$ cat src/rtl/frame_serializer.sv
// frame_serializer: captures a 128-bit frame from the transmit buffer when
// it reports full and sends it as NBYTES async characters (start, 8 data
// bits LSB first, stop), each bit BIT_TICKS clocks long.
// Ports:
//   i_clk      system clock, all logic on posedge
//   i_reset    synchronous active-high reset
//   i_frame    buffer contents, top byte is the oldest and is sent first
//   i_tbnfin   buffer-not-full, 0 = frame ready to send
//   o_sout     serial line, idles high
//   o_busy     high from frame capture until the end of the DONE cycle
//   o_tfin     one-cycle pulse when the frame is fully transmitted
//   o_byteidx  index of the byte currently on the line, 0 when idle
module frame_serializer #(
    parameter int BIT_TICKS = 4,
    parameter int NBYTES    = 16
) (
    input  logic                    i_clk,
    input  logic                    i_reset,
    input  logic [8*NBYTES-1:0]     i_frame,
    input  logic                    i_tbnfin,
    output logic                    o_sout,
    output logic                    o_busy,
    output logic                    o_tfin,
    output logic [((NBYTES > 1) ? $clog2(NBYTES) : 1)-1:0] o_byteidx
);

    localparam int FW = 8 * NBYTES;
    localparam int IW = (NBYTES > 1) ? $clog2(NBYTES) : 1;
    localparam logic [7:0]    TICK_MAX = 8'(BIT_TICKS - 1);
    localparam logic [IW-1:0] LAST_IDX = IW'(NBYTES - 1);

    typedef enum logic [2:0] {
        S_IDLE,
        S_START,
        S_DATA,
        S_STOP,
        S_DONE
    } state_t;

    state_t          r_state;
    logic [7:0]      r_tick;
    logic [2:0]      r_bitcnt;
    logic [IW-1:0]   r_byteidx;
    logic [FW-1:0]   r_shreg;
    logic            r_sout;
    logic            r_busy;
    logic            r_tfin;

    state_t          w_state_nxt;
    logic [7:0]      w_tick_nxt;
    logic [2:0]      w_bit_nxt;
    logic [IW-1:0]   w_idx_nxt;
    logic [FW-1:0]   w_shreg_nxt;
    logic            w_sout_nxt;
    logic            w_busy_nxt;
    logic            w_tfin_nxt;

    logic            w_tick_end;
    logic [7:0]      w_top;
    logic [2:0]      w_bit_inc;

    assign w_tick_end = (r_tick == TICK_MAX);
    assign w_top      = r_shreg[FW-1 -: 8];
    assign w_bit_inc  = r_bitcnt + 3'd1;

    // Every output is computed one cycle ahead so the line and status
    // flags all come straight from flops.
    always_comb begin
        w_state_nxt = r_state;
        w_tick_nxt  = r_tick;
        w_bit_nxt   = r_bitcnt;
        w_idx_nxt   = r_byteidx;
        w_shreg_nxt = r_shreg;
        w_sout_nxt  = r_sout;
        w_busy_nxt  = r_busy;
        w_tfin_nxt  = 1'b0;
        unique case (r_state)
            S_IDLE: begin
                w_sout_nxt = 1'b1;
                w_busy_nxt = 1'b0;
                w_idx_nxt  = '0;
                if (!i_tbnfin) begin
                    w_shreg_nxt = i_frame;
                    w_state_nxt = S_START;
                    w_sout_nxt  = 1'b0;
                    w_busy_nxt  = 1'b1;
                    w_tick_nxt  = 8'd0;
                end
            end
            S_START: begin
                if (w_tick_end) begin
                    w_tick_nxt  = 8'd0;
                    w_bit_nxt   = 3'd0;
                    w_state_nxt = S_DATA;
                    w_sout_nxt  = w_top[0];
                end else begin
                    w_tick_nxt = r_tick + 8'd1;
                end
            end
            S_DATA: begin
                if (w_tick_end) begin
                    w_tick_nxt = 8'd0;
                    if (r_bitcnt == 3'd7) begin
                        w_state_nxt = S_STOP;
                        w_sout_nxt  = 1'b1;
                    end else begin
                        w_bit_nxt  = w_bit_inc;
                        w_sout_nxt = w_top[w_bit_inc];
                    end
                end else begin
                    w_tick_nxt = r_tick + 8'd1;
                end
            end
            S_STOP: begin
                if (w_tick_end) begin
                    w_tick_nxt = 8'd0;
                    if (r_byteidx == LAST_IDX) begin
                        w_state_nxt = S_DONE;
                        w_tfin_nxt  = 1'b1;
                        w_sout_nxt  = 1'b1;
                    end else begin
                        // Next character follows its stop bit directly.
                        w_shreg_nxt = {r_shreg[FW-9:0], 8'h00};
                        w_idx_nxt   = r_byteidx + 1'b1;
                        w_state_nxt = S_START;
                        w_sout_nxt  = 1'b0;
                    end
                end else begin
                    w_tick_nxt = r_tick + 8'd1;
                end
            end
            S_DONE: begin
                w_state_nxt = S_IDLE;
                w_busy_nxt  = 1'b0;
                w_idx_nxt   = '0;
                w_sout_nxt  = 1'b1;
            end
            default: begin
                w_state_nxt = S_IDLE;
                w_sout_nxt  = 1'b1;
                w_busy_nxt  = 1'b0;
                w_idx_nxt   = '0;
            end
        endcase
    end

    always_ff @(posedge i_clk) begin
        if (i_reset) begin
            r_state   <= S_IDLE;
            r_tick    <= 8'd0;
            r_bitcnt  <= 3'd0;
            r_byteidx <= '0;
            r_shreg   <= '0;
            r_sout    <= 1'b1;
            r_busy    <= 1'b0;
            r_tfin    <= 1'b0;
        end else begin
            r_state   <= w_state_nxt;
            r_tick    <= w_tick_nxt;
            r_bitcnt  <= w_bit_nxt;
            r_byteidx <= w_idx_nxt;
            r_shreg   <= w_shreg_nxt;
            r_sout    <= w_sout_nxt;
            r_busy    <= w_busy_nxt;
            r_tfin    <= w_tfin_nxt;
        end
    end

    assign o_sout    = r_sout;
    assign o_busy    = r_busy;
    assign o_tfin    = r_tfin;
    assign o_byteidx = r_byteidx;

endmodule

$ cat config.mk
export PLATFORM = sky130hd
export DESIGN_NAME = frame_serializer
export DESIGN_NICKNAME = d
export VERILOG_FILES = /design/src/rtl/frame_serializer.sv
export SDC_FILE = /design/constraint.sdc
export NUM_CORES = 1
export LEC_CHECK = 0
export CAP_MARGIN = 30
export CORE_ASPECT_RATIO = 0.7
export CORE_MARGIN = 8
export CORE_UTILIZATION = 53
export CTS_BUF_LIST = sky130_fd_sc_hd__clkbuf_4 sky130_fd_sc_hd__clkbuf_8
export CTS_CLUSTER_DIAMETER = 60
export DETAILED_ROUTE_END_ITERATION = 8
export HOLD_SLACK_MARGIN = 0.12
export PLACE_DENSITY = 0.87
export SETUP_SLACK_MARGIN = 0.3
export SYNTH_ARGS = -nofsm -noshare
export SYNTH_HDL_FRONTEND = slang
export SYNTH_SLANG_ARGS = --single-unit
$ cat constraint.sdc
create_clock -name i_clk -period 2.4 [get_ports i_clk]
set_input_delay 0.6 -clock i_clk [delete_from_list [all_inputs] [get_ports i_clk]]
set_output_delay 0.6 -clock i_clk [all_outputs]
set_load 0.01 [all_outputs]
==> impl_metrics.ini, run 1 <==
[finish]
layout_cell_share_with_drive_strength_beyond_1_pct = 9.85
commonest_non_fill_non_tap_cell_in_the_layout = sky130_fd_sc_hd__nand2_1
layout_common_cells = sky130_fd_sc_hd__nand2_1, sky130_fd_sc_hd__dfxtp_1, sky130_fd_sc_hd__clkdlybuf4s50_1
number_of_inserted_filler_cells_in_the_final_layout = 946
multiInputGateArea_um2 = 3450
stdcell_count = 1107
finalNetCount = 1067
ff_latch_area_um2 = 2980
area_delta_synth_final_pct = 30.2

[timing]
finalHoldViolations = 0
final_max_slew_viol_count = 0
rsz0062_at_grt = true
slew_headroom_pct = 59.0
final_critical_path_share_of_the_clock_period_pct = 85.4
clock_skew_ns = 0.00967
setup_violations = 0
layout_min_cycle_time_ns = 2.05
clock.fmax_mhz = 488
setup-tns-final_ns = 0
tightest_pin_transition_ns = 0.615
final_critical_path_setup_slack_ns = 0.350
hold_ws_ns = 0.394

[floorplan]
initial_cell_density_of_the_core_pct = 54.4
die_height_um = 111
die-width_um = 151
core-area_um2 = 12500
die-area_um2 = 16700
core.rowCount = 34
io-pin-count = 138

[yosys]
synth-edff-count = 0
yosysSeqAreaShare_pct = 44.0
ffs_latches_synth = 149
post_synth_fa_ha_maj_area_fraction_pct = 0.738
synthesis.area_um2 = 6790
synth_compound_area_share_pct = 20.8
dominant_combinational_cell_family_by_area_after_synthesis = simple AND/OR/NAND/NOR gates
synth.lib_cells_used.distinct = 42
synth-warning-count = 0
synthCells = 831
synthMuxAreaShare_pct = 1.29
synth-async-reset-ratio_pct = 0
synthXorXnorAreaFrac_pct = 0.129
syn-mean-instance-area_um2 = 8.17
synth-main-ff-cell = sky130_fd_sc_hd__dfxtp_1
synthesis.nets = 966
yosys.area_share.simple_pct = 27.3

[setup_path]
critPathLaunch = r_bitcnt[0]
r2r_slack_ns = 0.35
worst-endpoint-arrival_ns = 2.37
rr_endpoint = o_sout
critical_path.reg2reg.startpoint = r_bitcnt[0]
path_class = reg2reg
crit_path_start_kind = register
critPathRequiredTime_ns = 2.72
critical_path_peak_fanout = 5
cp-end-kind = register
rr_worst_depth = 6

[run_status]
status = finished, final reports clean

[place]
placement.io_buffers = 137
globalplace.congestion = 0.835
dpl_worst_slack_ns = -0.0368
dp_cells = 1073
detailedPlacementHpwl_um = 13600

[route]
dr.pass1.iters = 5
count_of_vias_placed_by_the_detailed_router = 6758
wire_per_inst_um = 18.1
total_wirelength_um = 20100
route.antenna.remaining_nets = 0
drcViolationCount = 0
post_drt_via_cell_ratio = 6.10
drt-initial-drc-count = 532

[clock_network]
clock_latency_ns = 0.45
clock_tree.buffer_depth = 2
cts.sinks = 149
cts-htree-levels = 4
clk_pin_slew_worst_setup_hold_paths_ns = 0.08
holdBufCountCts = 0
cts-root-buf = sky130_fd_sc_hd__clkbuf_8
tritoncts = done
cts_inserted_buffers = 17

[global_routing]
grt_antenna_before_repair = 1
grt_overflow = 0
grt_pass1_wl_um = 32100
grtUsageTotal_pct = 23.4
grt_pass1_vias = 6417
grt_start_max_net_pins = 122

[power_and_ir_drop]
power_per_cell_area_nw_per_um2 = 633
vdd_drop_max_mv = 0.414
report.power.total_mw = 5.59
power.leakage_nw = 3.17

[worst_hold_path]
min_path_cells = 2
hp-start = i_reset
timing.hold.worst.class = in2reg
whs_endpoint = r_state[2]

[flow_run]
timing.max_cap.violations = 0
## sequential cells by signal, indices dropped and copies added, names as in the netlist
| name | cells |
|---|---|
| o_sout | 1 |
| r_tick | 8 |
| r_shreg | 128 |
| o_byteidx | 4 |
| r_bitcnt | 3 |
| o_tfin | 1 |
| r_state | 3 |
| o_busy | 1 |
## worst max-delay path, stage by stage, from the launching register on
cell	delay [ns]
sky130_fd_sc_hd__dfxtp_1	0.35
sky130_fd_sc_hd__ha_1	0.24
sky130_fd_sc_hd__ha_4	0.31
sky130_fd_sc_hd__mux2_2	0.34
sky130_fd_sc_hd__mux4_2	0.47
sky130_fd_sc_hd__o21ai_1	0.13
sky130_fd_sc_hd__a22oi_1	0.07
## area by class of cell
type | count | area share, %
clock inverters | 14 | 1.76
diodes | 1 | 0.0283
clock buffers | 17 | 2.65
inverters | 2 | 0.0850
flip-flops and latches | 149 | 33.8
repair buffers | 168 | 20.3
well taps | 162 | 2.29
multi-input cells | 594 | 39.1
## report_power, final
group	switching [mW]	leakage (nW)	internal, mW	total, mW
combinational	0.388	1.76	0.478	0.866
sequential	0.120	1.23	2.67	2.79
clock	1.00	0.181	0.927	1.93
## logic make-up after synthesis
family,Yosys count
and+or+nand+nor,420
AOI/OAI and AO/OA,162
DFF,149
buffers and inverters,88
muxes,7
adders and majority gates,4
xor gates and xnor gates,1
## metrics by stage
step | area [um^2] | util [%]
global route | 8830 | 70.9
detailed placement | 8380 | 67.2
CTS | 8780 | 70.5
floorplan | 6790 | -
global placement | 8380 | 67.2
finish | 8830 | 70.9
## synthesized netlist by cell type (3+ instances only)
library cell	count	area, um^2
sky130_fd_sc_hd__nand2_1	250	938
sky130_fd_sc_hd__dfxtp_1	149	2980
sky130_fd_sc_hd__nor3_1	124	621
sky130_fd_sc_hd__a311oi_1	116	1020
sky130_fd_sc_hd__clkbuf_1	46	173
sky130_fd_sc_hd__buf_2	37	185
sky130_fd_sc_hd__a21oi_1	11	55.1
sky130_fd_sc_hd__a311oi_2	10	150
sky130_fd_sc_hd__nor2_1	10	37.5
sky130_fd_sc_hd__a22o_1	8	70.1
sky130_fd_sc_hd__nand3_1	5	25.0
sky130_fd_sc_hd__o21ai_0	5	25.0
sky130_fd_sc_hd__and3_1	4	25.0
sky130_fd_sc_hd__ha_1	4	50.1
sky130_fd_sc_hd__mux2_2	4	45.0
sky130_fd_sc_hd__nand2b_1	4	25.0
sky130_fd_sc_hd__or2_2	4	25.0
sky130_fd_sc_hd__nor4_1	3	18.8
## how the worst max path moves through the flow
stage | end | slack (ns) | depth (start not counted)
finish | o_sout | 0.35 | 6
global route | o_sout | 0.27 | 6
CTS | o_sout | 0.31 | 6
detailed placement | r_shreg[85] | -0.04 | 7
global placement | r_shreg[88] | 0.04 | 7
floorplan | o_sout | 0.41 | 6
## routing by layer
metal | vias up | part of all wire [%] | GRT usage, %
li1 | 3257 | - | -
met1 | 3226 | 45 | 32.2
met2 | 243 | 46 | 35.5
met3 | 32 | 7.4 | 5.38
met4 | 0 | 1.9 | 6.90
met5 | - | 0 | 0
## timing repair
| item | 4_1_cts | 5_1_grt |
|---|---|---|
| gates cloned | 0 | 1 |
| buffers inserted | 0 | 1 |
| endpoints found under the setup margin | 1 | 16 |
| resized for setup | 2 | 4 |
| pin swaps | 0 | 2 |
Power figures use the tool's default switching activity.
==> run 2, diff against run 1 <==
- ABC_CLOCK_PERIOD_IN_PS: unset -> 2400
- CORE_MARGIN: 8 -> unset
==> run 2 against run 1 <==
- first-iteration DRC count grew 29%
- fmax grew 0.56%
- global-route usage grew 6.0 points
- final cell count grew 0.81%
- routed wire length shrank 3.2%
- largest power group unchanged
- clock-buffer cell count grew 8
- setup slack gained 0.011 ns
- sequential cell count is the same
- largest cell class unchanged
- combinational power grew 3.0%
- critical endpoint unchanged
- total power grew 0.85%
- via count grew 1.2%
==> impl_metrics.ini, run 2 (synthesized netlist as in run 1, its figures left out) <==
[route]
drcViolationCount = 0
route.antenna.remaining_nets = 0
drt-initial-drc-count = 687
count_of_vias_placed_by_the_detailed_router = 6839
total_wirelength_um = 19400
post_drt_via_cell_ratio = 6.13
wire_per_inst_um = 17.4
dr.pass1.iters = 5

[worst_hold_path]
whs_endpoint = r_shreg[118]
hp-start = r_shreg[110]
timing.hold.worst.class = reg2reg
min_path_cells = 2

[timing]
tightest_pin_transition_ns = 0.565
clock_skew_ns = 0.0113
setup-tns-final_ns = 0
finalHoldViolations = 0
layout_min_cycle_time_ns = 2.04
final_max_slew_viol_count = 0
setup_violations = 0
final_critical_path_share_of_the_clock_period_pct = 84.9
clock.fmax_mhz = 491
slew_headroom_pct = 62.3
rsz0062_at_grt = true
hold_ws_ns = 0.484

[setup_path]
rr_endpoint = o_sout
r2r_slack_ns = 0.36
cp-end-kind = register
path_class = reg2reg
critPathLaunch = r_bitcnt[0]
critical_path.reg2reg.startpoint = r_bitcnt[0]
worst-endpoint-arrival_ns = 2.35
critical_path_peak_fanout = 5
critPathMaxStageDelay_ns = 0.48
rr_worst_depth = 6
worst_path_max_delay_cell = sky130_fd_sc_hd__mux4_2
crit_path_start_kind = register
timing.critical_path.cells = ha_2 -> ha_4 -> mux2_2 -> mux4_2 -> o21ai_1 -> a22oi_1
critPathRequiredTime_ns = 2.71

[clock_network]
cts.sinks = 149
holdBufCountCts = 0
clock_latency_ns = 0.44
cts-htree-levels = 4
clk_pin_slew_worst_setup_hold_paths_ns = 0.08
tritoncts = done
cts_inserted_buffers = 17
cts-root-buf = sky130_fd_sc_hd__clkbuf_8
clock_tree.buffer_depth = 2

[floorplan]
initial_cell_density_of_the_core_pct = 54.4
die-width_um = 137
core.rowCount = 34
die-area_um2 = 13300
io-pin-count = 138
core-area_um2 = 12500
die_height_um = 96.7

[finish]
finalNetCount = 1076
number_of_inserted_filler_cells_in_the_final_layout = 958
stdcell_count = 1116
commonest_non_fill_non_tap_cell_in_the_layout = sky130_fd_sc_hd__nand2_1
layout_cell_share_with_drive_strength_beyond_1_pct = 11.4
max_flop_register = r_shreg
finish.instance_area_um2 = 8910
layout_common_cells = sky130_fd_sc_hd__nand2_1, sky130_fd_sc_hd__dfxtp_1, sky130_fd_sc_hd__clkdlybuf4s50_1
n_antenna_cell = 0
area_delta_synth_final_pct = 31.3
number_of_flip_flops_under_the_largest_register_name = 128

[flow_run]
timing.max_cap.violations = 0

[place]
detailedPlacementHpwl_um = 12400
detailed_place.area_um2 = 8370
placement.io_buffers = 137
dp_cells = 1078
globalplace.congestion = 0.826

[power_and_ir_drop]
vdd_drop_max_mv = 0.453
power_per_cell_area_nw_per_um2 = 633
power.leakage_nw = 3.23

[global_routing]
grt_pass1_wl_um = 31000
grt_pass1_vias = 6257
grtUsageTotal_pct = 29.4
grt_antenna_before_repair = 0
grt_start_max_net_pins = 122
grt_overflow = 0

[run_status]
status = finished, final reports clean
-- run 2: changes by cell type in the layout (fill, tap and decap cells not counted), sizes merged --
cell,previous run,this run
bufinv,2,1
clkbuf,18,26
inv,5,2
clkinvlp,5,3
diode,1,0
buf,31,39
clkinv,4,3
and4,1,2
-- run 2: layer usage --
| layer | track usage (%) | part of all wire [%] | vias to the layer above |
|---|---|---|---|
| met5 | 0 | 0 | - |
| met4 | 6.93 | 0.67 | 0 |
| met3 | 5.92 | 6.9 | 17 |
| met2 | 44.1 | 46 | 258 |
| met1 | 43.0 | 46 | 3292 |
| li1 | - | - | 3272 |
-- run 2: layout make-up --
type / count / area [um^2] / area share [%]
Multi-Input combinational cell: 595 / 3480 / 39.1
Sequential cell: 149 / 2990 / 33.5
Tap cell: 162 / 203 / 2.28
Timing Repair Buffer: 176 / 1820 / 20.5
Clock inverter: 7 / 67.6 / 0.759
Inverter: 2 / 7.51 / 0.0843
Clock buffer: 25 / 338 / 3.79
-- run 2: worst max-delay path: cells and delay by family, from the launching register on --
| family | cells | cell delay [ns] |
|---|---|---|
| mux | 2 | 0.83 |
| fa+ha+maj | 2 | 0.51 |
| compound gates | 2 | 0.23 |
| flops | 1 | 0.35 |
-- run 2: timing repair --
item,in CTS,in global routing
gates cloned,0,2
setup buffers,2,2
setup endpoints to repair,71,91
resized for setup,2,15
pin swaps,1,2
-- run 2: power breakdown --
group,switching (mW),total [mW],leakage (nW),internal [mW]
clock network,0.930,1.95,0.203,1.02
logic,0.399,0.892,1.80,0.493
registers,0.121,2.79,1.23,2.67
-- run 2: through the flow --
stage	setup slack, ns	total power, mW	utilization, %
after floorplan	0.410	3.30	-
after global placement	0.0700	3.68	67.1
after detailed placement	0.0122	3.70	67.1
after CTS	0.279	5.61	70.6
after global routing	0.262	5.85	71.5
final	0.362	5.64	71.5
-- run 2: worst max-delay path by stage --
stage,to,cells after the start
after global placement,r_shreg[30],7
final,o_sout,6
after global routing,r_shreg[71],7
after detailed placement,r_shreg[44],7
after CTS,o_sout,6
after floorplan,o_sout,6
==> run 3, diff against run 2 <==
- ABC_CLOCK_PERIOD_IN_PS: 2400 -> 2100
- clock period: 2.4 -> 2.1 ns (I/O delays scaled with it)
==> run 3 against run 2 <==
- the run now ends with negative setup slack left
- clock skew grew 0.0040 ns
- combinational power is 64% higher
- register-to-register slack got worse by 0.39 ns
- global-route usage grew 5.1 points
- critical endpoint is now r_shreg[100]
- largest power group unchanged
==> impl_metrics.ini, run 3 (synthesized netlist as in run 1, its figures left out) <==
[run_status]
status = finished, violations left
violations = negative setup slack

[clock_network]
tritoncts = done
cts-root-buf = sky130_fd_sc_hd__clkbuf_8
cts-htree-levels = 4
clk_pin_slew_worst_setup_hold_paths_ns = 0.09
cts.sinks = 149
cts_inserted_buffers = 17
holdBufCountCts = 0
clock_tree.buffer_depth = 2
clock_latency_ns = 0.46

[setup_path]
r2r_slack_ns = -0.03
path_class = reg2reg
cpMostUsedCell = sky130_fd_sc_hd__buf_12
critical-path-top-delay-family = simple AND/OR/NAND/NOR gates
critical_path_peak_fanout = 5
worst_path_max_delay_cell = sky130_fd_sc_hd__dfxtp_4
critical_path.reg2reg.startpoint = r_tick[0]
crit_path_start_kind = register
critPathLaunch = r_tick[0]
timing.critical_path.cells = ha_4 -> nor4b_4 -> and4_4 -> buf_12 -> or2_4 -> buf_12 -> buf_8 -> buf_16 -> a311oi_2
cp-end-kind = register
critPathRequiredTime_ns = 2.45
worst-endpoint-arrival_ns = 2.48
cp_num_buf_inv = 4
critPathMaxStageDelay_ns = 0.37

[power_and_ir_drop]
vdd_drop_max_mv = 0.450
power_per_cell_area_nw_per_um2 = 669
report.power.total_mw = 6.84
power.leakage_nw = 3.70

[floorplan]
die_height_um = 96.7
core.rowCount = 34
io-pin-count = 138
die-width_um = 137
die-area_um2 = 13300
initial_cell_density_of_the_core_pct = 54.4
core-area_um2 = 12500

[route]
route.antenna.remaining_nets = 0
post_drt_via_cell_ratio = 6.85
dr.pass1.iters = 6
total_wirelength_um = 26800
drt-initial-drc-count = 1078
count_of_vias_placed_by_the_detailed_router = 7931
drcViolationCount = 0
wire_per_inst_um = 23.2

[place]
placement.io_buffers = 137
detailedPlacementHpwl_um = 11900
globalplace.congestion = 0.840
detailed_place.area_um2 = 8470

[finish]
n_antenna_cell = 0
commonest_non_fill_non_tap_cell_in_the_layout = sky130_fd_sc_hd__nand2_1
finalNetCount = 1117
utilization_pct = 81.9
number_of_inserted_filler_cells_in_the_final_layout = 624
layout_common_cells = sky130_fd_sc_hd__nand2_1, sky130_fd_sc_hd__dfxtp_1, sky130_fd_sc_hd__clkdlybuf4s50_1
area_delta_synth_final_pct = 50.5
max_flop_register = r_shreg
finish.instance_area_um2 = 10200
layout_cell_share_with_drive_strength_beyond_1_pct = 24.2
number_of_flip_flops_under_the_largest_register_name = 128

[timing]
tightest_pin_transition_ns = 0.551
slew_headroom_pct = 63.0
final_critical_path_share_of_the_clock_period_pct = 101
final_max_slew_viol_count = 0
clock.fmax_mhz = 469
setup_violations = 2
rsz0062_at_grt = true
layout_min_cycle_time_ns = 2.13
setup-tns-final_ns = -0.0369
hold_ws_ns = 0.456
finalHoldViolations = 0
final_critical_path_setup_slack_ns = -0.0305
clock_skew_ns = 0.0153

[worst_hold_path]
hp-start = i_reset
timing.hold.worst.class = in2reg

[global_routing]
grt_overflow = 0
grt_antenna_before_repair = 0
grtUsageTotal_pct = 34.5
grt_pass1_vias = 7099
grt_start_max_net_pins = 122
grt_pass1_wl_um = 35700

[flow_run]
timing.max_cap.violations = 0
## run 3: cell types whose count changed in the layout (fill, tap and decap cells not counted), moves of 6 or more
cell / previous run / this run
sky130_fd_sc_hd__a311oi_1: 116 / 37
sky130_fd_sc_hd__a311oi_2: 10 / 87
sky130_fd_sc_hd__buf_12: 10 / 19
sky130_fd_sc_hd__buf_16: 1 / 10
sky130_fd_sc_hd__buf_4: 28 / 37
sky130_fd_sc_hd__clkdlybuf4s50_1: 136 / 128
sky130_fd_sc_hd__dfxtp_1: 145 / 139
sky130_fd_sc_hd__dlygate4sd2_1: 0 / 8
## run 3: layout make-up
type	instances	area (um^2)	share of cell area [%]
sequential	149	3010	29.5
clock inverter	12	105	1.03
clock buffer	20	269	2.63
timing repair buffer	217	2540	24.9
multi-input combinational	595	4080	39.9
inverter	2	7.51	0.0735
tap	162	203	1.98
## run 3: metal layers
| metal | vias up | track usage, % | wire, um |
|---|---|---|---|
| li1 | 3362 | - | - |
| met1 | 3762 | 45.0 | 10400 |
| met2 | 632 | 53.7 | 12100 |
| met3 | 175 | 8.23 | 2810 |
| met4 | 0 | 15.5 | 1490 |
| met5 | - | 0 | 0 |
## run 3: worst reg2reg max path: cells and delay by family, from the launching register on
family          cells  cell delay [ns]
buf+inv             4             0.53
compound gates      1             0.34
flops               1             0.37
simple gates        3             0.63
fa+ha+maj           1             0.17
## run 3: worst paths after layout
kind | endpoint | cells after the start
worst max-delay path | r_shreg[100] | 9
worst min-delay path | r_shreg[39] | 2
worst max register to register | r_shreg[100] | 9
worst min register to register | r_shreg[6] | 1
## run 3: stage by stage
step                setup slack (ns)  cells
finish                       -0.0305   1157
global route                 -0.0407   1157
CTS                            0.166   1145
detailed placement            -0.227   1079
global placement              -0.166   1079
floorplan                      0.260    831
## run 3: where the power goes
part | internal [mW] | leakage [nW] | switching, mW
Clock | 1.01 | 0.192 | 1.15
Sequential | 3.05 | 1.24 | 0.165
Combinational | 0.786 | 2.27 | 0.672
Total | 4.85 | 3.70 | 1.99
## run 3: repair_timing
action                                 CTS  global route
setup endpoints to repair              135           139
resized for setup                       74            67
endpoints found under the hold margin    0             0
cloned                                  10             7
buffers inserted                        24             5
pin swaps                                6            13
